$ cat src/rtl/img_load_ctrl.sv
// Image loader: unpacks serial bytes into the input-unit RAM, runs the core, sends the digit.
// IMG_LOAD_ASCII_EN selects an ASCII result byte instead of a raw nibble.
module img_load_ctrl #(
  parameter int NUM_PIX = 784,
  parameter int ADDR_W  = 10
) (
  input  logic              clk,
  input  logic              rst,
  input  logic [7:0]        rx_data,
  input  logic              rx_rdy,
  output logic [ADDR_W-1:0] ram_addr,
  output logic              ram_data,
  output logic              ram_we,
  input  logic [ADDR_W-1:0] core_addr,
  output logic              core_start,
  input  logic              core_done,
  input  logic [3:0]        core_digit,
  output logic [7:0]        tx_data,
  output logic              tx_start,
  input  logic              tx_busy,
  output logic              busy,
  output logic              overrun
);

  typedef enum logic [2:0] {
    IDLE, UNPACK, START, WAIT_DONE, SEND
  } state_t;

  localparam logic [ADDR_W-1:0] LAST = ADDR_W'(NUM_PIX - 1);

  state_t            state, state_nx;
  logic [ADDR_W-1:0] wr_cnt;
  logic [2:0]        bit_cnt;
  logic [7:0]        byte_reg;
  logic [7:0]        pend_byte;
  logic              pend_vld;
  logic              ovr;
  logic [7:0]        digit_reg;

  logic last_bit, last_pix, have_next;

  assign last_bit  = (bit_cnt == 3'd7);
  assign last_pix  = (wr_cnt == LAST);
  assign have_next = pend_vld | rx_rdy;
  assign busy      = (state != IDLE);
  assign overrun   = ovr;
  assign tx_data   = digit_reg;

  always_comb begin
    state_nx   = state;
    ram_addr   = wr_cnt;
    ram_data   = 1'b0;
    ram_we     = 1'b0;
    core_start = 1'b0;
    tx_start   = 1'b0;
    case (state)
      IDLE: begin
        if (rx_rdy) state_nx = UNPACK;
      end
      UNPACK: begin
        ram_we   = 1'b1;
        ram_data = byte_reg[bit_cnt];
        if (last_bit) begin
          if (last_pix)       state_nx = START;
          else if (have_next) state_nx = UNPACK;
          else                state_nx = IDLE;
        end
      end
      START: begin
        ram_addr   = core_addr;
        core_start = 1'b1;
        state_nx   = WAIT_DONE;
      end
      WAIT_DONE: begin
        ram_addr = core_addr;
        if (core_done) state_nx = SEND;
      end
      SEND: begin
        ram_addr = core_addr;
        if (!tx_busy) begin
          tx_start = 1'b1;
          state_nx = IDLE;
        end
      end
      default: state_nx = IDLE;
    endcase
  end

  always_ff @(posedge clk or posedge rst) begin
    if (rst) begin
      state     <= IDLE;
      wr_cnt    <= '0;
      bit_cnt   <= '0;
      byte_reg  <= '0;
      pend_byte <= '0;
      pend_vld  <= 1'b0;
      ovr       <= 1'b0;
      digit_reg <= '0;
    end else begin
      state <= state_nx;
      case (state)
        IDLE: begin
          if (rx_rdy) begin
            byte_reg <= rx_data;
            bit_cnt  <= '0;
            if (wr_cnt == '0) ovr <= 1'b0;
          end
        end
        UNPACK: begin
          wr_cnt  <= wr_cnt + 1'b1;
          bit_cnt <= bit_cnt + 1'b1;
          if (last_bit && last_pix) begin
            // bytes beyond the frame end are discarded
            pend_vld <= 1'b0;
            if (have_next) ovr <= 1'b1;
          end else if (last_bit && have_next) begin
            byte_reg <= pend_vld ? pend_byte : rx_data;
            pend_vld <= pend_vld & rx_rdy;
            if (rx_rdy) pend_byte <= rx_data;
          end else if (rx_rdy) begin
            if (pend_vld) begin
              ovr <= 1'b1;
            end else begin
              pend_vld  <= 1'b1;
              pend_byte <= rx_data;
            end
          end
        end
        START: begin
          wr_cnt  <= '0;
          bit_cnt <= '0;
          if (rx_rdy) ovr <= 1'b1;
        end
        WAIT_DONE: begin
          if (rx_rdy) ovr <= 1'b1;
          if (core_done) begin
`ifdef IMG_LOAD_ASCII_EN
            digit_reg <= 8'h30 + {4'b0000, core_digit};
`else
            digit_reg <= {4'b0000, core_digit};
`endif
          end
        end
        SEND: begin
          if (rx_rdy) ovr <= 1'b1;
        end
        default: ;
      endcase
    end
  end

endmodule

$ cat config.mk
export PLATFORM = sky130hd
export DESIGN_NAME = img_load_ctrl
export DESIGN_NICKNAME = d
export VERILOG_FILES = /design/src/rtl/img_load_ctrl.sv
export SDC_FILE = /design/constraint.sdc
export NUM_CORES = 1
export LEC_CHECK = 0
export BUFFER_PORTS_ARGS = -buffer_cell sky130_fd_sc_hd__buf_2
export CAP_MARGIN = 20
export CORE_UTILIZATION = 32
export CTS_BUF_LIST = sky130_fd_sc_hd__clkbuf_8
export DETAILED_ROUTE_END_ITERATION = 8
export PLACE_DENSITY = 0.6
export SETUP_SLACK_MARGIN = 0.4
export SLEW_MARGIN = 5
export SYNTH_ARGS = -nofsm -noshare
export SYNTH_HDL_FRONTEND = slang
export SYNTH_SLANG_ARGS = --single-unit
export TNS_END_PERCENT = 20
$ cat constraint.sdc
create_clock -name clk -period 2.7 [get_ports clk]
set_clock_uncertainty 0.2 [all_clocks]
set_input_delay 0.405 -clock clk [delete_from_list [all_inputs] [get_ports clk]]
set_output_delay 0.405 -clock clk [all_outputs]
set_load 0.005 [all_outputs]
### Word-level counts from Yosys, hierarchy flattened

Cells that the tools add are included.
Widths: inputs -> output; s select.

| operators by class | value |
|---|---|
| reductions and logical operators | 18 |
| bitwise logic cells | 3 |
| equality and inequality tests | 18 |
| muxes and demuxes | 36 |
| $add $sub $neg | 2 |
| $lt $le $gt $ge | 1 |

Operator list:

| kind | number |
|---|---|
| $mux 8 | 6 |
| $pmux 10 s2 | 1 |
| $mux 1 | 17 |
| $pmux 8 s2 | 1 |
| $mux 3 | 5 |
| $pmux 3 s5 | 1 |
| $ne 2x2->1 const B | 7 |
| $ne 3x3->1 const B | 4 |
| $reduce_bool 3->1 | 4 |
| $add 10x1->10 const B | 1 |
| $eq 10x10->1 const B | 1 |
| $logic_not 10->1 | 1 |
| $mux 10 | 1 |
| $pmux 3 s3 | 1 |
| $reduce_and 4->1 | 2 |
| $reduce_and 8->1 | 1 |
| $eq 3x2->1 const B | 2 |
| $eq 3x3->1 const B | 2 |
| $reduce_and 2->1 | 3 |
| $lt 3x4->1 const B | 1 |
| $reduce_bool 2->1 | 2 |
| $add 3x1->3 const B | 1 |
| $bmux 1 s3 | 1 |
| $eq 3x1->1 const B | 1 |
| 10 further kinds | 11 |

| word-level totals | value |
|---|---|
| logic and storage cells | 86 |
| output and inout bits | 24 |
| flip-flop bits (word level) | 38 |
| input port bits | 27 |

### Longest topological paths before layout

Gate-level depths: netlist of run 1.

| logic depth | value |
|---|---|
| depth in word-level cells | 5 |
| mapped depth | 8 |
| mapped depth without buffers | 6 |

### Worst setup path after synthesis of run 1

No wires, ideal clock.

| path | value |
|---|---|
| kind | reg2reg |
| start point | register state[1] |
| end point | register byte_reg[0] |
| slack | 0.309 ns |
| arrival time | 2.066 ns |
| stages on the path, launching flop included | 9 |
| buffers on the path | 3 |
| data required time | 2.375 ns |
| cells stage by stage | dfrtp_1 clkbuf_1 or3b_1 buf_2 inv_2 and2_1 buf_2 mux2_2 mux2_2 |

| between the ends | value |
|---|---|
| word-level cells in the longest chain between the ends | 3 |
| elaborated cells between the ends (all ways) | 8 |
| classes of those cells | eq/ne: 4; mux: 1; reduce/logical: 3 |

Ends and longest elaborated chain:

| what | line | RTL |
|---|---|---|
| from (decl) | 31 | `state_t state, state_nx;` |
| from (signal assigned) | 100 | `state <= state_nx;` |
| $eq 3x1->1 or $logic_not 3->1 (tied branches) | 101 | `case (state)` |
| $ne 2x2->1 (no line) or $reduce_bool 2->1 (tied branches) | n/a |  |
| $reduce_and 4->1 (no line) | n/a |  |
| to (signal assigned) | 104 | `byte_reg <= rx_data;` |
| to (signal assigned) | 117 | `byte_reg <= pend_vld ? pend_byte : rx_data;` |
| to (decl) | 34 | `logic [7:0] byte_reg;` |

Several ways; a longest one is shown, not always the timed one.
A chain may end at the register's enable or synchronous reset.

### Final worst setup path of run 1

| path | value |
|---|---|
| start point | register wr_cnt[5] |
| end point | register pend_byte[3] |

| between the ends | value |
|---|---|
| word-level cells in the longest chain between the ends | 4 |

Ends and longest elaborated chain:

| what | line | RTL |
|---|---|---|
| from (decl) | 32 | `logic [ADDR_W-1:0] wr_cnt;` |
| from (signal assigned) | 110 | `wr_cnt <= wr_cnt + 1'b1;` |
| $eq 10x10->1 | 43 | `assign last_pix = (wr_cnt == LAST);` |
| $logic_and 1x1->1 | 112 | `if (last_bit && last_pix) begin` |
| $not 1->1 (no line) | n/a |  |
| $reduce_and 3->1 (no line) | n/a |  |
| to (signal assigned) | 119 | `if (rx_rdy) pend_byte <= rx_data;` |
| to (signal assigned) | 125 | `pend_byte <= rx_data;` |
| to (decl) | 35 | `logic [7:0] pend_byte;` |

Every way passes these cells.

==> flow_results.org, run 1 <==
** GRT
- Global routing used a little over an eighth of the available tracks.
- The initial antenna violation count came to 0.
- The global routing stage identified its most utilized layer as met2.
- Met2 Usage GRT :: between 20% and 30%
- M3 GR Usage :: 3.44%
- Global-route track usage on met1 :: a little under a fifth
- Global-route wire length before repair :: ~7800 µm
- Total overflow reported by the global router :: 0
- Maximum number of pins on one net before global-route repair :: 39
- The number of global-route vias before repair is between 1500 and 2000.

** Pwr
- The design draws ~0.0025 W.
- NetSw :: approximately 0.00082 W
- For this design the ratio of total power to cell area is 891 nW/µm².
- In this run, flip-flops and latches consume 38.7% of the power.
- Cell internal power was estimated by the tool at roughly 0.0017 W.
- In this run the static leakage power is 1.34 nW.
- Net switching is between 30% and 40% of the power.
- Clock power frac :: around 16%
- The share of total power dissipated in combinational logic is 45.4%.
- Largest voltage drop on the vdd net :: 0.546 mV

** Yosys
- By count the netlist is led by sky130_fd_sc_hd__dfrtp_1, sky130_fd_sc_hd__mux2_2, sky130_fd_sc_hd__nand2_1.
- After synthesis, the share of flip-flops with an asynchronous set or reset is 100%.
- Mean instance size in the synthesized netlist :: approximately 11 µm²
- Simple-gate area share of the yosys netlist :: 14.0%
- For this run, the leading register cell type out of synthesis is sky130_fd_sc_hd__dfrtp_1.
- Synthesis instantiated 43 different standard cells from the library.
- Fraction of synthesized cell area in xor and xnor cells :: 2.81%
- In this run the biggest area consumer among cell types represents a little over two fifths of the synthesized area.
- In this run the cell area of the synthesized design comes to 2180 µm².
- By area the synthesized netlist is led by sky130_fd_sc_hd__dfrtp_1, sky130_fd_sc_hd__mux2_2, sky130_fd_sc_hd__ha_1.
- In this run, synthesis produced a sequential element count of 38.
- Of the post-synthesis cell area, the part taken by muxes is a little under a quarter.
- Adder-cell share of the synthesized area :: 2.30%
- Synthesis produced approximately 200 cells.
- Most area-hungry cell type in the Yosys netlist :: sky130_fd_sc_hd__dfrtp_1
- Sequential area share after synthesis :: a little over two fifths
- Number of flops mapped to enable cells by yosys :: 0
- By area, the combinational part of the netlist is dominated by multiplexers.
- Post-synthesis compound-gate area fraction :: between 10% and 20%
- Yosys printed 0 warnings.

** Placed design
- HPWL after detailed placement :: about 3100 µm
- RePlAce Congestion :: around 0.74
- Port buffer count :: 46
- After detailed placement, the total cell area comes to ~2500 µm².

** Die
- Core Rows :: 29
- The floorplan step set the die height to 84.5 µm.
- Horizontal die dimension :: between 80 and 90 µm
- Number of top-level pins :: just over 50
- Die Area :: slightly above 7000 µm²
- Core Region :: roughly 6500 µm²
- For this configuration, the core starts out at a cell density of between 30% and 40%.

** Cells and area
- From synthesis to final layout, the design area changed by 30.5%.
- In the final design database the tool counted ~290 nets.
- Cells with a size suffix above 1 make up between 50% and 60% of the layout.
- The sequential cells in the finished layout cover a total of 953 µm².
- Area used by multi-input combinational logic :: 1230 µm²
- At the end of the flow the core is filled with cells to between 40% and 50%.
- Number of antenna repair diodes :: 0
- The layout has approximately 600 filler cells.
- The register with the most flip-flops in the layout has 10 of them.
- Final instance area :: between 2000 and 3000 µm²

** Detailed routing
- Vias per std cell :: slightly above 5
- After the first detailed-routing iteration, the DRC count stood at 125.
- The detailed router placed 1720 vias in this run.
- After detailed routing, the average wire length per cell comes to roughly 14 µm.
- Total Wirelength :: around 4900 µm
- The first detailed-routing pass took 6 iterations.
- Number of nets with antenna violations after routing :: 0
- In the routed design, unresolved DRC markers number 14.

** STA
- The total count of max-transition violations in the final report came to 0.
- Headroom to the max-slew limit came out at between 60% and 70%.
- Share of the clock period used by the worst path :: between 80% and 90%
- Tightest Pin Transition :: a little over 500 ps
- Setup Viol. Count Final :: 0
- Based on the critical path, the design can be clocked at up to 428 MHz.
- The worst path in the final design needs a cycle of roughly 2300 ps, including I/O delays and setup.
- Adding up every negative setup slack in the final design gives 0 ps.
- RSZ-0062 raised after global routing :: yes
- Hold is met by approximately 23 ps.
- Number of hold violations in the final report :: 0

** Clocking
- Reg clk slew, reported paths :: ~80 ps
- Clock sinks :: 38
- TritonCTS built the clock tree.
- No sink is reached through more buffers than the 2 on the longest clock path.
- In this run the clock root is driven by a sky130_fd_sc_hd__clkbuf_8.
- Clock buffer count from CTS :: 5
- The clock reaches the later pin of the worst-skew pair after 290 ps.
- Depth of the CTS H-tree :: 2

** Worst setup path
- Data on the critical path arrives at its endpoint at ~2300 ps.
- Critical path cell sequence :: or4_4 > nor4_2 > buf_4 > a2111oi_4 > buf_6 > mux2_2
- Of all nets on the critical path, the largest fanout is 8.
- Measured in cells, the most critical reg-to-reg path has a length of 6.
- The worst setup path is captured at a register.
- Data on the critical path is required at its endpoint by 2670 ps.
- End point of the critical path :: pend_byte[3]
- The worst register-to-register path has a setup slack of ~360 ps.
- In this design, the stage delay of the slowest critical-path cell is around 550 ps.
- The endpoint identified for the worst register-to-register timing path is pend_byte[3].
- Tracing the worst setup path back leads to its startpoint at wr_cnt[5].
- Among all stages on the critical path, the largest delay is contributed by sky130_fd_sc_hd__or4_4.
- The worst setup path is of the register to register kind.
- Beginning of the worst register-to-register path :: wr_cnt[5]
- STA classifies the critical path startpoint as a register.

** Run
- Number of max-cap violations :: 0

** Status
- Run status :: finished, violations left
- Violations in the final reports :: DRC

** Hold path
- Path category of the worst min-delay check :: input pin to asynchronous set/reset pin
## worst max-delay path, delay by kind of cell (launching register included)
family | cells | cell delay [ps]
AND/OR/NAND/NOR | 2 | 910
flip-flops | 1 | 440
multiplexers | 1 | 260
AO/OA/AOI/OAI | 1 | 40
buffers and inverters | 2 | 370
## power groups by stage
stage	logic, W	registers (W)	clock network (W)
final	0.00115	0.000982	0.000403
after global routing	0.00127	0.00101	0.000436
after CTS	0.00106	0.000971	0.000419
after detailed placement	0.000970	0.000986	0
after global placement	0.000957	0.000980	0
after floorplan	0.000792	0.000920	0
## per-layer routing
metal  vias to the layer above  part of all wire, %
met5                         -                    0
met4                         0                 0.82
met3                         6                  4.7
met2                        45                   45
met1                       846                   49
li1                        823                    -
## layout make-up
class | instances | share of cell area [%]
Multi-Input combinational cell | 140 | 43.4
Sequential cell | 38 | 33.5
Timing Repair Buffer | 67 | 15.4
Tap cell | 77 | 3.39
Clock buffer | 6 | 2.90
Inverter | 8 | 1.14
Clock inverter | 2 | 0.308
## repair_timing
item	in CTS	in global routing
gates resized for setup	20	16
hold buffers	0	0
pin swaps	3	1
setup endpoints to repair	27	29
cloned	1	0
buffers inserted	6	4
## worst min path at each step
stage,end,slack (ps),start,cells after the start
5_1_grt,wr_cnt[1],80,rst,3
4_1_cts,wr_cnt[1],40,rst,3
6_report,pend_byte[2],20,rst,3
3_3_place_gp,tx_data[0],280,tx_data[0],1
2_1_floorplan,byte_reg[2],270,byte_reg[2],1
3_5_place_dp,tx_data[3],290,tx_data[3],1
## logic make-up (layout without fill, tap and decap cells)
logic type	after synthesis	count (layout)
fa+ha+maj	4	4
compound gates	27	27
mux	42	42
flops	38	38
buf+inv	20	83
simple gates	56	56
xor+xnor	7	7
other cells	1	4
## through the flow
stage,std cells,worst slack (ps)
2_1_floorplan,198,399
3_5_place_dp,319,290
5_1_grt,338,309
4_1_cts,334,316
3_3_place_gp,319,307
6_report,338,362
## placed cells by master (no fill, tap or decap), types with 3 or more instances in the layout
| cell type | Yosys | final |
|---|---|---|
| sky130_fd_sc_hd__a22o_1 | 4 | 4 |
| sky130_fd_sc_hd__xnor2_1 | 4 | 4 |
| sky130_fd_sc_hd__xor2_1 | 3 | 3 |
| sky130_fd_sc_hd__nand2b_1 | 4 | 4 |
| sky130_fd_sc_hd__nor3b_1 | 3 | 3 |
| sky130_fd_sc_hd__clkbuf_8 | 0 | 6 |
| sky130_fd_sc_hd__nor2_1 | 11 | 10 |
| sky130_fd_sc_hd__mux2_4 | 0 | 10 |
| sky130_fd_sc_hd__buf_4 | 4 | 15 |
| sky130_fd_sc_hd__nand3_1 | 5 | 5 |
| sky130_fd_sc_hd__buf_6 | 0 | 8 |
| sky130_fd_sc_hd__o21ai_0 | 8 | 7 |
| sky130_fd_sc_hd__buf_2 | 2 | 43 |
| sky130_fd_sc_hd__ha_1 | 4 | 3 |
| sky130_fd_sc_hd__nand2_1 | 13 | 13 |
| sky130_fd_sc_hd__inv_1 | 7 | 7 |
| sky130_fd_sc_hd__conb_1 | 1 | 4 |
| sky130_fd_sc_hd__nor3_1 | 4 | 4 |
| sky130_fd_sc_hd__dfrtp_1 | 38 | 36 |
| sky130_fd_sc_hd__mux2_2 | 38 | 28 |
No activity file was read; power rests on OpenSTA's default activity.
==> run 2, diff against run 1 <==
Settings changed: CORE_UTILIZATION 32 to 25, PLACE_DENSITY 0.6 to 0.51.
==> flow_results.org, run 2 (synthesis gave the netlist of run 1 again) <==
** Status
- The flow ran to the end, and the final reports show no timing, DRC or antenna violations.

** Cells and area
- The number of fill cells in the layout is 860 (+40%).
- The area growth from synthesis to layout is 33.8%.
- Fraction of final layout cells with drive strength greater than 1 :: 51.2% (-0.19 points)
- The antenna cell count is 0 (unchanged).
- Final Net Count :: 290 (-0.34%)
- Top library cells by usage in the layout, fill and taps aside :: sky130_fd_sc_hd__buf_2, sky130_fd_sc_hd__dfrtp_1, sky130_fd_sc_hd__mux2_2, sky130_fd_sc_hd__buf_4, sky130_fd_sc_hd__nand2_1
- Leading cell type in the layout, fill and taps excluded :: sky130_fd_sc_hd__buf_2
- Storage element area :: 953 µm² (unchanged)
- The area of the multi-input gates came to 1220 µm² (-1.3%).
- The flip-flop count of the largest register, all copies and words added came to 10 (unchanged).

** Worst setup path
- CP top delay family :: simple AND/OR/NAND/NOR gates
- Startpoint Class :: register
- STA classifies the critical path endpoint as a register.
- The data required time at the worst endpoint is 2680 ps (about the same).
- The largest stage delay on the critical path was 550 ps (about the same).
- The largest individual stage delay along the critical path comes from the cell sky130_fd_sc_hd__or4_4.
- Worst-path maximum fanout :: 8 (unchanged)
- Category of the critical setup timing path :: register to register
- The worst path buffer plus inverter count came to 1 (-1).
- Data arrival at the endpoint of the critical path :: 2300 ps (about the same)
- The signal on the critical path passes through or4_4 > or3_4 > a41oi_4 > buf_12 > mux2_2.

** Die
- Initial core utilization :: 26.1% (-7.6 points)
- Core Rows :: 33 (+14%)
- The die width came to 95.4 µm (+13%).
- The count of boundary I/O pins came to 51 (unchanged).
- The area of the die is 9100 µm² (+27%).
- Vert. Die Dim :: 95.4 µm (+13%)
- Core Region :: 8340 µm² (+29%)

** Hold path
- The worst hold path belongs to the class input pin to asynchronous set/reset pin.

** GRT
- Total overflow reported by the global router :: 0 (unchanged)
- All-layer global routing usage :: 11.6% (-2.1 points)
- The wire length of the first global-routing pass is 8250 µm (+6.2%).
- Initial antenna violation count :: 0 (unchanged)
- Via count of the first global-routing pass :: 1741 (+7.6%)
- The maximum number of pins on one net before global-route repair was 39 (unchanged).

** Pwr
- Fraction of power consumed by sequential logic :: 35.6% (-3.1 points)
- Sum of internal, switching and leakage power :: 0.00271 W (+7.0%)
- The switching component of the power is 0.000822 W (about the same).
- The relative contribution of combinational cells to total power came to 42.6% (-2.8 points).
- The worst voltage drop across the vdd grid was 0.374 mV (-32%).
- Leak pwr :: 1.35 nW (+1.2%)
- Internal cell power :: 0.00189 W (+10%)
- The portion of total power attributed to the clock network came to 21.8% (+5.9 points).
- The power density over the cells was 931 nW/µm² (+4.4%).
- The switching share of power came to 30.3% (-2.1 points).

** Detailed routing
- Number of DRC violations after detailed-routing iteration 0 :: 51 (-59%)
- The count of unresolved DRC violations after routing is 0 (-14).
- Top routing layer in use :: met4
- The met1 wire length is 2310 µm (-4.2%).
- Length of routed met3 wiring :: 291 µm (+25%)
- The detailed-route wire length was 4900 µm (+0.27%).
- Routed wire length on met2 :: 2290 µm (+3.7%)
- The post-detailed-route wirelength per cell was 13.4 µm (-7.2%).
- Routed via count :: 1675 (-2.6%)
- Vias per std cell :: 4.59 (-9.8%)
- Number of nets with antenna violations after routing :: 0 (unchanged)
- The number of detailed-routing iterations run before antenna repair came to 4 (-2).

** STA
- Final min period :: 2320 ps (-21.6 ps)
- Fmax :: 432 MHz (+0.93%)
- Share of the clock period used by the worst path :: 85.8% (-0.80 points)
- RSZ-0062 raised after global routing :: yes
- Setup Viol. Count Final :: 0 (unchanged)
- Number of hold violations in the final report :: 0 (unchanged)
- Total count of max-transition violations in the final report :: 0 (unchanged)
- Setup TNS after final layout :: 0 ps (unchanged)

** Clocking
- TritonCTS built the clock tree.
- Clock buffer count from CTS :: 5 (unchanged)
- Reg clk slew, reported paths :: 80 ps (about the same)
- The clock latency on the worst-skew pair is 290 ps (about the same).
- Clock sinks :: 38 (unchanged)
- The tree is rooted in a sky130_fd_sc_hd__clkbuf_8.
- The number of H-tree branching levels came to 2 (unchanged).
- Maximum clock path buffer count :: 2 (unchanged)

** Placed design
- The total of buffers placed on input and output ports was 46 (unchanged).
- The HPWL after detailed placement came to 3310 µm (+6.2%).
- RePlAce Congestion :: 0.733 (-1.2%)

** Run
- Number of max-cap violations :: 0 (unchanged)
run 2: final timing paths:
| path | startpoint | end | cells after the start | slack (ps) |
|---|---|---|---|---|
| worst max-delay path | wr_cnt[4] | byte_reg[1] | 5 | 380 |
| worst min-delay path | rst | pend_byte[1] | 3 | 9 |
| worst max register to register | wr_cnt[4] | byte_reg[1] | 5 | 380 |
| worst min register to register | pend_byte[5] | pend_byte[5] | 1 | 310 |
| max in group asynchronous | rst | bit_cnt[1] | 3 | 1920 |
| min in group clk | core_digit[1] | tx_data[1] | 2 | 140 |
run 2: tightest hold or removal path, stage by stage:
cell                    delay, ps
sky130_fd_sc_hd__buf_2         90
sky130_fd_sc_hd__inv_1         40
sky130_fd_sc_hd__buf_4        410
run 2: repair_timing:
item	CTS	global route
pin swaps	2	0
hold buffers	0	0
cloned	1	0
buffers inserted	6	3
endpoints found under the setup margin	27	29
resized for setup	21	15
run 2: metal layers:
metal | track usage (%) | vias to the layer above
met1 | 14.7 | 805
met2 | 20.2 | 51
met4 | 2.24 | 0
met3 | 2.79 | 3
met5 | 0 | -
li1 | - | 816
run 2: cell type report:
class | count | area share [%]
tap | 105 | 4.51
multi-input combinational | 140 | 41.8
sequential | 38 | 32.7
clock inverter | 3 | 2.36
clock buffer | 5 | 2.36
timing repair buffer | 66 | 15.2
inverter | 8 | 1.12
run 2: per-stage QoR:
stage / hold WS, ps / utilization (%) / setup slack [ps] / cells / area (µm²)
global route: 86.3 / 35.0 / 309 / 365 / 2920
global placement: 284 / 30.8 / 301 / 347 / 2570
detailed placement: 291 / 30.8 / 281 / 347 / 2570
floorplan: 274 / - / 399 / 198 / 2200
finish: 8.80 / 35.0 / 384 / 365 / 2920
CTS: 39.4 / 34.0 / 345 / 362 / 2840
run 2: power groups by stage:
stage / sequential (W) / clock, W / combinational (W)
CTS: 0.000962 / 0.000606 / 0.00110
global placement: 0.000983 / 0 / 0.000965
finish: 0.000965 / 0.000591 / 0.00116
floorplan: 0.000920 / 0 / 0.000792
global route: 0.00100 / 0.000635 / 0.00129
detailed placement: 0.000990 / 0 / 0.000980
==> run 3, diff against run 2 <==
Settings changed: HOLD_SLACK_MARGIN set to 0.15.
==> flow_results.org, run 3 (synthesis gave the netlist of run 1 again) <==
** STA
- The number of hold violations in the final report is 0 (unchanged).
- Total count of max-transition violations in the final report :: 0 (unchanged)
- Setup repair after global routing could not meet its margin everywhere.
- Setup TNS after final layout :: 0 ps (unchanged)
- The highest achievable clock rate was 432 MHz (unchanged).
- The worst hold-check slack was 157 ps (+149 ps).
- The shortest period the worst path allows is 2320 ps (unchanged).
- The final cycle utilization of the critical path came to 85.8% (unchanged).
- The number of setup violations in the final report was 0 (unchanged).

** Die
- The initial core utilization is 26.1% (unchanged).
- Horizontal die dimension :: 95.4 µm (unchanged)
- The number of rows created at floorplan is 33 (unchanged).
- Vert. Die Dim :: 95.4 µm (unchanged)
- The core outline area was 8340 µm² (unchanged).
- Die Area :: 9100 µm² (unchanged)
- Number of top-level pins :: 51 (unchanged)

** Clocking
- Clock sinks :: 38 (unchanged)
- Clock latency reported for the late side of the worst-skew pair :: 290 ps (about the same)
- The clock buffer count from CTS was 5 (unchanged).
- The clock-pin slew on the worst setup and hold paths was 80 ps (about the same).
- TritonCTS built the clock tree.
- The buffer depth of the longest clock path was 2 (unchanged).
- Root buffer cell :: sky130_fd_sc_hd__clkbuf_8
- The number of H-tree branching levels is 2 (unchanged).

** GRT
- Total overflow reported by the global router :: 0 (unchanged)
- The wire length of the first global-routing pass is 8390 µm (+1.7%).
- Initial antenna violation count :: 0 (unchanged)
- Via count of the first global-routing pass :: 1792 (+2.9%)
- All-layer global routing usage :: 11.8% (+0.17 points)
- The maximum number of pins on one net before global-route repair is 39 (unchanged).

** Worst setup path
- The setup slack of the worst register-to-register path is 380 ps (about the same).
- Data arrival at the endpoint of the critical path :: 2300 ps (about the same)
- Category of the critical setup timing path :: register to register
- Worst-path maximum fanout :: 8 (unchanged)
- Critical path endpoint category :: register
- Startpoint Class :: register
- The data required time at the worst endpoint is 2680 ps (about the same).

** Detailed routing
- Router iterations before antenna repair :: 4 (unchanged)
- Average wire per cell in the routed design :: 13.2 µm (-1.5%)
- The detailed-route wire length came to 4970 µm (+1.4%).
- Number of nets with antenna violations after routing :: 0 (unchanged)
- The via density per instance came to 4.55 (-0.78%).
- Remaining design rule violation count :: 0 (unchanged)
- The via count was 1712 (+2.2%).
- The initial DRC count was 59 (+16%).

** Cells and area
- Number of antenna repair diodes :: 0 (unchanged)
- From synthesis to final layout, the design area changed by 38.8%.
- The share of cells above drive strength 1 came to 49.1% (-2.1 points).
- The utilization of the core after routing was 36.3% (+1.3 points).
- Top library cells by usage in the layout, fill and taps aside :: sky130_fd_sc_hd__buf_2, sky130_fd_sc_hd__dfrtp_1, sky130_fd_sc_hd__mux2_2, sky130_fd_sc_hd__buf_4, sky130_fd_sc_hd__nand2_1
- Final Net Count :: 301 (+3.8%)
- Leaving out fill and tap cells, the most frequent cell in the layout is sky130_fd_sc_hd__buf_2.
- FILL cells :: 851 (-1.0%)
- Flip-flop count of the largest register, all copies and words added :: 10 (unchanged)
- The final instance area was 3030 µm² (+3.8%).

** Pwr
- The leakage power summed over all cells came to 1.40 nW (+3.4%).
- Switching Fraction :: 30.2% (-0.065 points)
- Clock power frac :: 21.7% (about the same)
- The internal power came to 0.00190 W (+0.55%).
- NetSw :: 0.000824 W (+0.23%)
- Fraction of power consumed by sequential logic :: 35.4% (-0.2 points)
- Largest voltage drop on the vdd net :: 0.375 mV (about the same)
- The relative contribution of combinational cells to total power was 42.9% (+0.3 points).
- The power density over the cells was 901 nW/µm² (-3.2%).

** Placed design
- The total of buffers placed on input and output ports was 46 (unchanged).
- The HPWL after detailed placement is 3310 µm (unchanged).
- The final weighted congestion in routability-driven placement is 0.733 (unchanged).
- The placed standard-cell area is 2570 µm² (unchanged).

** Hold path
- The min-delay analysis places its worst path in the category input pin to register.

** Run
- The max capacitance violation total is 0 (unchanged).

** Status
- The run finished with clean final reports.
-- run 3: power groups by stage --
stage	clock (W)	combinational (W)	sequential, W
after global placement	0	0.000965	0.000983
after CTS	0.000606	0.00111	0.000962
after global routing	0.000635	0.00130	0.00100
final	0.000591	0.00117	0.000965
after detailed placement	0	0.000980	0.000990
after floorplan	0	0.000792	0.000920
-- run 3: final cells by class --
cell class	count	area [µm²]	share of cell area, %
clock inverter	3	68.8	2.27
multi-input combinational	140	1220	40.2
timing repair buffer	77	553	18.3
clock buffer	5	68.8	2.27
tap	105	131	4.34
inverter	8	32.5	1.08
sequential	38	953	31.5
-- run 3: path summary, 6_finish.rpt --
kind                               from            to  cells after the start
min in group asynchronous           rst  pend_byte[1]                      4
max in group asynchronous           rst    bit_cnt[1]                      4
min reg2reg                pend_byte[5]  pend_byte[5]                      1
max reg2reg                   wr_cnt[4]   byte_reg[1]                      5
max                           wr_cnt[4]   byte_reg[1]                      5
min                          rx_data[3]  pend_byte[3]                      2
-- run 3: repair_timing --
item | in CTS | in global routing
hold buffers | 11 | 0
gates resized for setup | 21 | 15
hold endpoints to repair | 48 | 0
gates cloned | 1 | 0
pin swaps | 2 | 0
setup endpoints to repair | 27 | 29
setup buffers | 6 | 3
-- run 3: through the flow --
step	power, W	setup slack [ps]	cells
after CTS	0.00268	345	373
after global routing	0.00294	309	376
after floorplan	0.00171	399	198
final	0.00273	384	376
after global placement	0.00195	301	347
after detailed placement	0.00197	281	347
-- run 3: per-layer routing --
layer	vias to the layer above	wire (µm)	global-route usage (%)
met1	820	2340	14.8
met5	-	0	0
li1	838	-	-
met2	51	2330	20.7
met4	0	14	2.24
met3	3	283	2.79
-- run 3: critical path, stage by stage (launching register included) --
cell and delay [ps]:
sky130_fd_sc_hd__dfrtp_1 390, sky130_fd_sc_hd__or4_4 550, sky130_fd_sc_hd__or3_4 380, sky130_fd_sc_hd__a41oi_4 210
sky130_fd_sc_hd__buf_12 150, sky130_fd_sc_hd__mux2_2 320
